`src/rtl/kgp_alu_pkg.sv`:
```
// Shared opcode, flag-index and shift-mode definitions for the KGPMini execute-stage ALU.
package kgp_alu_pkg;

  localparam int ALU_W = 32;

  localparam logic [4:0] OP_ADD  = 5'b10000;
  localparam logic [4:0] OP_COMP = 5'b10001;
  localparam logic [4:0] OP_SUB  = 5'b10010;
  localparam logic [4:0] OP_AND  = 5'b00001;
  localparam logic [4:0] OP_XOR  = 5'b00010;
  localparam logic [4:0] OP_OR   = 5'b00011;
  localparam logic [4:0] OP_SLL  = 5'b01000;
  localparam logic [4:0] OP_SRL  = 5'b01001;
  localparam logic [4:0] OP_SRA  = 5'b01010;

  localparam int FLAG_CARRY = 0;
  localparam int FLAG_ZERO  = 1;
  localparam int FLAG_SIGN  = 2;

  typedef enum logic [1:0] {
    SH_SLL = 2'd0,
    SH_SRL = 2'd1,
    SH_SRA = 2'd2
  } shift_mode_t;

endpackage

```
`src/rtl/alu_shifter.sv`:
```
// Combinational 5-stage logarithmic barrel shifter (SLL/SRL/SRA) with last-bit-out carry.
// Zero latency; no flow control.
module alu_shifter
  import kgp_alu_pkg::*;
#(
  parameter int W = ALU_W
) (
  input  logic [W-1:0] a,
  input  logic [4:0]   shamt,
  input  shift_mode_t  mode,
  output logic [W-1:0] res,
  output logic         carry
);

  logic [W-1:0] v;
  logic         c;

  // Each active stage records the bit it drops; the last active stage leaves
  // exactly a[W-n] (left) or a[n-1] (right) in c.
  always_comb begin
    v = a;
    c = 1'b0;
    for (int s = 0; s < 5; s++) begin
      if (shamt[s]) begin
        case (mode)
          SH_SLL: begin
            c = v[W - (1 << s)];
            v = v << (1 << s);
          end
          SH_SRL: begin
            c = v[(1 << s) - 1];
            v = v >> (1 << s);
          end
          SH_SRA: begin
            c = v[(1 << s) - 1];
            v = $signed(v) >>> (1 << s);
          end
          default: begin
            c = 1'b0;
            v = '0;
          end
        endcase
      end
    end
  end

  assign res   = v;
  assign carry = c;

endmodule

```
`src/rtl/kgp_alu.sv`:
```
// KGPMini execute-stage ALU: nine ops on a/b, result and carry/zero/sign registered.
// One cycle latency, a new op accepted every cycle, no backpressure.
module kgp_alu
  import kgp_alu_pkg::*;
#(
  parameter int WIDTH = ALU_W
) (
  input  logic             clk,
  input  logic             rst,
  input  logic [WIDTH-1:0] a,
  input  logic [WIDTH-1:0] b,
  input  logic [4:0]       controls,
  output logic [2:0]       flags,
  output logic [WIDTH-1:0] out
);

  logic [WIDTH-1:0] out_d, out_q;
  logic [2:0]       flags_d, flags_q;
  logic [WIDTH:0]   sum;
  logic [WIDTH-1:0] sh_res;
  logic             sh_carry;
  shift_mode_t      sh_mode;
  logic             carry;
  logic             op_valid;

  always_comb begin
    sh_mode = SH_SLL;
    case (controls)
      OP_SRL:  sh_mode = SH_SRL;
      OP_SRA:  sh_mode = SH_SRA;
      default: sh_mode = SH_SLL;
    endcase
  end

  alu_shifter #(.W(WIDTH)) u_shifter (
    .a     (a),
    .shamt (b[4:0]),
    .mode  (sh_mode),
    .res   (sh_res),
    .carry (sh_carry)
  );

  always_comb begin
    sum      = '0;
    out_d    = '0;
    carry    = 1'b0;
    op_valid = 1'b1;
    case (controls)
      OP_ADD: begin
        sum   = {1'b0, a} + {1'b0, b};
        out_d = sum[WIDTH-1:0];
        carry = sum[WIDTH];
      end
      OP_COMP: begin
        sum   = {1'b0, ~b} + {{WIDTH{1'b0}}, 1'b1};
        out_d = sum[WIDTH-1:0];
        carry = sum[WIDTH];
      end
      OP_SUB: begin
        sum   = {1'b0, a} + {1'b0, ~b} + {{WIDTH{1'b0}}, 1'b1};
        out_d = sum[WIDTH-1:0];
        carry = sum[WIDTH];
      end
      OP_AND: out_d = a & b;
      OP_XOR: out_d = a ^ b;
      OP_OR:  out_d = a | b;
      OP_SLL, OP_SRL, OP_SRA: begin
        out_d = sh_res;
        carry = sh_carry;
      end
      default: op_valid = 1'b0;
    endcase
  end

  // Undefined opcodes report all-clear flags, not zero=1 for their zero result.
  always_comb begin
    flags_d             = 3'b000;
    flags_d[FLAG_CARRY] = op_valid & carry;
    flags_d[FLAG_ZERO]  = op_valid & (out_d == '0);
    flags_d[FLAG_SIGN]  = op_valid & out_d[WIDTH-1];
  end

  always_ff @(posedge clk or posedge rst) begin
    if (rst) begin
      out_q   <= '0;
      flags_q <= 3'b000;
    end else begin
      out_q   <= out_d;
      flags_q <= flags_d;
    end
  end

  assign out   = out_q;
  assign flags = flags_q;

endmodule

```
`config.mk`:
```
export PLATFORM = sky130hd
export DESIGN_NAME = kgp_alu
export DESIGN_NICKNAME = d
export VERILOG_FILES = /design/src/rtl/kgp_alu_pkg.sv /design/src/rtl/alu_shifter.sv /design/src/rtl/kgp_alu.sv
export SDC_FILE = /design/constraint.sdc
export NUM_CORES = 1
export LEC_CHECK = 0
export ABC_AREA = 1
export CAP_MARGIN = 20
export CORE_AREA = 5 5 150 152
export CTS_BUF_LIST = sky130_fd_sc_hd__clkbuf_4 sky130_fd_sc_hd__clkbuf_8
export CTS_CLUSTER_SIZE = 30
export DETAILED_ROUTE_END_ITERATION = 6
export DIE_AREA = 0 0 155 157
export DONT_BUFFER_PORTS = 1
export GPL_ROUTABILITY_DRIVEN = 0
export GPL_TIMING_DRIVEN = 0
export HOLD_SLACK_MARGIN = 0.1
export PLACE_DENSITY = 0.67
export SLEW_MARGIN = 0
export SYNTH_ARGS = -nofsm -noshare
export SYNTH_HDL_FRONTEND = slang
export SYNTH_SLANG_ARGS = --single-unit
export TNS_END_PERCENT = 1
```
`constraint.sdc`:
```
create_clock -name clk -period 1.3 [get_ports clk]
set_clock_uncertainty 0.15 [all_clocks]
set_input_delay 0.325 -clock clk [delete_from_list [all_inputs] [get_ports clk]]
set_output_delay 0.325 -clock clk [all_outputs]
set_load 0.005 [all_outputs]
```
==> results of run 1 <==
-- sequential cells by signal, summed over array words and instances (netlist names) --
signal	flops
flags	3
out	32
-- cell type report --
cell class / instances / area share
multi-input cells: 1701 / 0.7463
repair buffers: 41 / 0.02812
plain buffers: 92 / 0.04730
clock inverters: 3 / 0.003538
well taps: 275 / 0.02560
clock buffers: 5 / 0.005121
inverters: 271 / 0.07886
flip-flops and latches: 35 / 0.06517
-- power breakdown --
part	switching [mW]	internal, mW	total (mW)
sequential	0.0474	1.17	1.22
combinational	3.41	1.55	4.96
clock	0.412	0.581	0.993
-- synthesized netlist by cell type (8+ instances only) --
cell       count
nand2_1      582
nand3_1      290
inv_1        255
nor2_1       210
a21oi_1      163
ha_1         101
o21ai_0       97
clkbuf_1      38
nand4_1       38
dfrtp_1       35
buf_2         32
o22ai_1       22
nor3_1        19
o21ai_1       19
nand3b_1      16
buf_1         10
inv_2         10
o2111ai_1     10
a21o_1         8
o211ai_1       8
-- layer usage --
metal	wire length, um	vias to the layer above	global-route usage
met5	0	-	0
met1	19490	7089	0.4969
met3	8546	392	0.1713
li1	-	7061	-
met2	22960	1313	0.6575
met4	5667	0	0.2981
-- final timing paths --
check                             from                  to  slack [ns]
max in group asynchronous          rst   out[30]$_DFF_PP0_        0.25
min in group asynchronous          rst    out[9]$_DFF_PP0_        0.35
hold / removal                    b[5]    out[5]$_DFF_PP0_        0.20
setup / recovery           controls[2]  flags[1]$_DFF_PP0_       -2.01
-- placed cells by master (no fill, tap or decap), types with 8 or more instances in the layout --
cell type,netlist,layout
a21o_1,8,8
a21oi_1,163,138
a21oi_2,7,30
buf_2,32,22
buf_4,4,38
buf_6,7,16
clkbuf_1,38,31
dfrtp_1,35,35
ha_1,101,92
inv_1,255,248
inv_2,10,8
nand2_1,582,529
nand2_2,6,54
nand3_1,290,201
nand3_2,7,88
nand3_4,0,8
nand3b_1,16,16
nand4_1,38,38
nor2_1,210,192
nor2_2,7,15
nor2_4,4,14
nor3_1,19,18
o2111ai_1,10,10
o211ai_1,8,8
o21ai_0,97,80
o21ai_1,19,21
o21ai_2,1,10
o22ai_1,22,22
-- logic make-up (layout without fill, tap and decap cells) --
logic type,count (synthesis),count (layout),synth area share
xor gates and xnor gates,8,8,0.006225
adders and majority gates,103,103,0.1158
buffers and inverters,364,412,0.1328
DFF,35,35,0.07781
and+or+nand+nor,1200,1200,0.4664
AOI/OAI and AO/OA,390,390,0.2009
-- timing repair --
| action | in CTS | in global routing |
|---|---|---|
| resized for setup | 174 | 147 |
| hold endpoints to repair | 15 | 0 |
| hold buffers | 1 | 0 |
| buffers inserted | 18 | 19 |
| pin swaps | 32 | 81 |
| gates cloned | 1 | 1 |
| setup endpoints to repair | 35 | 55 |
-- through the flow --
stage	std cells	util
6_report	2423	0.6434
5_1_grt	2423	0.6434
4_1_cts	2404	0.6067
3_5_place_dp	2376	0.5624
3_3_place_gp	2375	0.5611
2_1_floorplan	2100	-
-- worst max-delay path: cells and delay by family --
family,cells,cell delay (ns)
adders and majority gates,1,0.24
buffers and inverters,3,0.44
and+or+nand+nor,17,1.86
AOI/OAI and AO/OA,3,0.50
==> flow_summary.toml, run 1 <==
[run_status]
status = "finished, violations left"
violations = "DRC, setup timing"

[logic_synthesis]
yosys-top-cells-area = "nand2_1 (19%), nand3_1 (13%), ha_1 (11%)"
syn_area_per_cell_um2 = 5.360
ys_seq_elements = 35
synth_fp_nets = 2274
synth_cells = 2100
synth_top_area_frac = 0.1941
synth_ff_type = "dfrtp_1"
synth_enable_flop_cells = 0
netlist_area_mm2 = 0.01126
yosysTopAreaCell = "nand2_1"
seq_area_frac_synth = 0.07781
synth_cell_type_count = 62
async_reset_ff_frac = 1.000
ys.warnings.count = 0

[clock_tree]
clock-sinks = 35
clock_path_buffers = 2
numCtsBuffers = 5
path_clk_slew_ns = 0.08
cts_tree = "built"
root_buffer = "clkbuf_8"
htree_levels = 2

[sta]
fin_ws_ns = -2.013
hold_violations = 0
max_slew_margin = 0.3703
maxSlewViolCount = 0
post-route-min-period_ns = 3.313
clock.fmax_mhz = 301.9
worst_pin_slew_ns = 0.9446
setup_violations = 35
setup_tns_ns = -58.28
finalCritPeriodShare = 2.548
rsz0062_at_grt = "true"
fin_hold_ws_ns = 0.1951

[finish]
final-seq-area_um2 = 875.8
syn_to_final_growth_pct = 19.40
fill_cells = 2091
fin_area_mm2 = 0.01344
diodes = 0
multi_input_area_mm2 = 0.01003
drive_above_1_share = 0.1811
nets = 2321

[global_route]
grt-ovfl-total = 0
grt_max_degree = 21
grt_pass1_wl_um = 81300
grt_pass1_vias = 14245
antenna_found_initial = 0
track_usage = 0.4317

[floorplanning]
dieArea_mm2 = 0.02434
start_util = 0.5388
die_h_um = 157
num_rows = 53
io_pins = 106
die_w_um = 155
fp.coreArea_mm2 = 0.02089

[pwr]
power_mw = 7.173
worst_ir_drop_vdd_mv = 0.4628
power_density_mw_per_mm2 = 533.8
power.static_leakage_nw = 6.868

[routing]
drc_errors = 12
first_iter_violations = 2359
drt-pass1-iter-count = 7
vias = 15855
postRouteAntennaNets = 0
wl_um = 56670
viasPerCell = 6.544
wire_per_inst_um = 23.39

[placement]
placed_area_mm2 = 0.01175
pre_cts_slack_ns = -2.717
port_buffers = 0
hpwl_um = 44920

[run]
drv_cap = 0

[setup_path]
crit_fanout = 10
crit_path_cell_trace = "nor3b_4 > nand2_4 > ha_2 > nor2_2 > nor2_4 > buf_8 > nand3_2 > o211ai_1 > buf_4 > nand2_1 > nand2_2 > nand2_2 > nand3_4 > nand2_1 > nand2_1 > nand2_1 > nand2_1 > o21ai_1 > inv_1 > a21oi_2 > nand2_1 > nor2_1 > nand3_1 > nor2_1"
end_kind = "flip-flop"
cp_common_cell = "nand2_1"
worstPathArrival_ns = 3.39
crit_type = "input port to flip-flop"
critical_path_required_ns = 1.38
max_stage_delay_ns = 0.38
crit_path_top_delay_cell = "nor3b_4"
critPathLaunchType = "input port"

[hold_path]
worstHoldPathCells = 3
hp-class = "input port to flip-flop"
Note: power is estimated with default switching activity, not from simulation.
==> run 2: changes to the inputs <==
Settings changed: CORE_AREA 5 5 150 152 to 5 5 157 159, DIE_AREA 0 0 155 157 to 0 0 162 164, PLACE_DENSITY 0.67 to 0.68, SKIP_CTS_REPAIR_TIMING from default to 1, SYNTH_HIERARCHICAL from default to 1.
==> run 2 against run 1 <==
First-iteration DRC count grew 5.3%. Worst setup slack got worse by 0.64 ns. Global-route usage fell by 3.4 points. Critical endpoint unchanged. Largest power group unchanged. Critical path depth is 7 higher. The run still ends with DRC, setup timing left. Final area is 4.5% higher. Sequential share of layout area is 0.28 points lower. Clock power down 2.5%. Synthesized area is 11% higher. Utilization down 3.6 points. Hold slack better by 0.070 ns. Sequential power about the same. Maximum frequency is 16% lower.
==> flow_summary.toml, run 2 <==
[pwr]
worst_ir_drop_vdd_mv = 0.4999
power.static_leakage_nw = 8.100
power_density_mw_per_mm2 = 501.8

[logic_synthesis]
synth_commonest_cells = "nand2_1 (955), nand3_1 (357), inv_1 (350)"
yosysTopAreaCell = "nand2_1"
synth_ff_type = "dfrtp_1"
syn_area_per_cell_um2 = 4.999
synth.most_common_cell = "nand2_1"
ys_seq_elements = 35
synth_cells = 2502
seq_area_frac_synth = 0.07003
yosys-top-cells-area = "nand2_1 (29%), nand3_1 (14%), ha_1 (11%)"
synth_fp_nets = 2681
netlist_area_mm2 = 0.01251
async_reset_ff_frac = 1.000
synth_cell_type_count = 48
ys.warnings.count = 6
synth_enable_flop_cells = 0
synth_top_area_frac = 0.2866

[floorplanning]
fp.coreArea_mm2 = 0.02312
dieArea_mm2 = 0.02657
start_util = 0.5409
die_h_um = 164
num_rows = 56
io_pins = 106
die_w_um = 162

[clock_tree]
cts_tree = "built"
numCtsBuffers = 5
path_clk_slew_ns = 0.07
clock-sinks = 35
clock_path_buffers = 2
root_buffer = "clkbuf_8"
htree_levels = 2

[setup_path]
worstPathArrival_ns = 3.99
critPathLaunchType = "input port"
crit_fanout = 10
cp_common_cell = "nand2_1"
critPathLaunch = "controls[4]"
max_stage_delay_ns = 0.37
crit_type = "input port to flip-flop"
critical_path_required_ns = 1.34
crit_path_top_delay_cell = "nand3_1"
end_kind = "flip-flop"

[placement]
port_buffers = 0
hpwl_um = 45180
pre_cts_slack_ns = -3.501
placed_area_mm2 = 0.01299

[run_status]
status = "finished, violations left"
violations = "DRC, setup timing"

[finish]
final_common_cell = "nand2_1"
drive_above_1_share = 0.1171
syn_to_final_growth_pct = 12.33
fin_area_mm2 = 0.01405
nets = 2715
largest_reg_flops = 32
fill_cells = 2418
diodes = 0
layout_common_cells = "nand2_1 (923), inv_1 (342), nand3_1 (304), nor2_1 (215), ha_1 (102)"
final_core_util = 0.6076

[sta]
fin_hold_ws_ns = 0.2649
hold_violations = 0
worst_pin_slew_ns = 0.8111
post-route-min-period_ns = 3.948
finalCritPeriodShare = 3.037
max_slew_margin = 0.4573
rsz0062_at_grt = "true"
setup_violations = 35
fin_ws_ns = -2.648
maxSlewViolCount = 0
clock.fmax_mhz = 253.3

[routing]
first_iter_violations = 2485
vias = 17369
postRouteAntennaNets = 0
viasPerCell = 6.144
wl_um = 56140
drt-pass1-iter-count = 7
drc_errors = 2
wire_per_inst_um = 19.86

[run]
drv_cap = 0

[hold_path]
hp-class = "input port to flip-flop"
min_from = "b[14]"

[global_route]
track_usage = 0.3974
grt-ovfl-total = 0
grt_max_degree = 27
antenna_found_initial = 0
grt_pass1_wl_um = 83010
grt_pass1_vias = 15470
==> run 2: cell count changes after synthesis, moves of 29 or more <==
cell and change:
o21ai_0 -29, inv_1 +95, nand2_1 +373, nand3_1 +67, a21oi_1 -79, nor2_1 +34
==> run 2: logic make-up after synthesis <==
group                      Yosys count  synth area share
buffers and inverters              455            0.1499
and+or+nand+nor                   1696            0.5787
AOI/OAI and AO/OA                  206           0.09074
xor gates and xnor gates             2          0.001401
adders and majority gates          108            0.1092
DFF                                 35           0.07003
==> run 2: critical path: cells and delay by family <==
family | cells | cell delay (ns)
AND/OR/NAND/NOR | 23 | 2.55
buffers and inverters | 7 | 0.88
adder cells (fa/ha/maj) | 1 | 0.21
==> run 2: worst paths after layout <==
check                                     end  slack, ns  cells after the start
max                        flags[1]$_DFF_PP0_      -2.65                     31
min                         out[14]$_DFF_PP0_       0.26                      5
max in group asynchronous   out[15]$_DFF_PP0_       0.21                      3
min in group asynchronous   out[27]$_DFF_PP0_       0.31                      2
==> run 2: routing by layer <==
layer,part of all wire,GRT usage
met3,0.13,0.08156
met5,0,0
met2,0.42,0.6347
met1,0.35,0.4753
met4,0.091,0.2864
==> run 2: per-stage QoR <==
stage / total power, mW / setup TNS (ns) / std cells
6_report: 7.050 / -73.64 / 2827
5_1_grt: 7.532 / -78.53 / 2827
4_1_cts: 6.496 / -83.57 / 2801
3_5_place_dp: 5.515 / -94.03 / 2793
3_3_place_gp: 5.450 / -100.81 / 2792
2_1_floorplan: 4.345 / -63.10 / 2502
==> run 2: power by group <==
| group | switching [mW] | leakage [nW] | total [mW] | internal (mW) |
|---|---|---|---|---|
| Sequential | 0.0380 | 0.473 | 1.21 | 1.17 |
| Combinational | 3.41 | 7.57 | 4.87 | 1.47 |
| Clock | 0.398 | 0.0581 | 0.968 | 0.570 |
| Total | 3.84 | 8.10 | 7.05 | 3.21 |
==> run 2: final cells by class <==
class	count	area, um^2	area share
multi-input cells	2012	10490	0.7464
inverters	364	1391	0.09904
flip-flops and latches	35	875.8	0.06234
plain buffers	91	576.8	0.04106
well taps	290	362.8	0.02583
repair buffers	27	244.0	0.01737
clock buffers	5	68.82	0.004898
clock inverters	3	43.79	0.003117
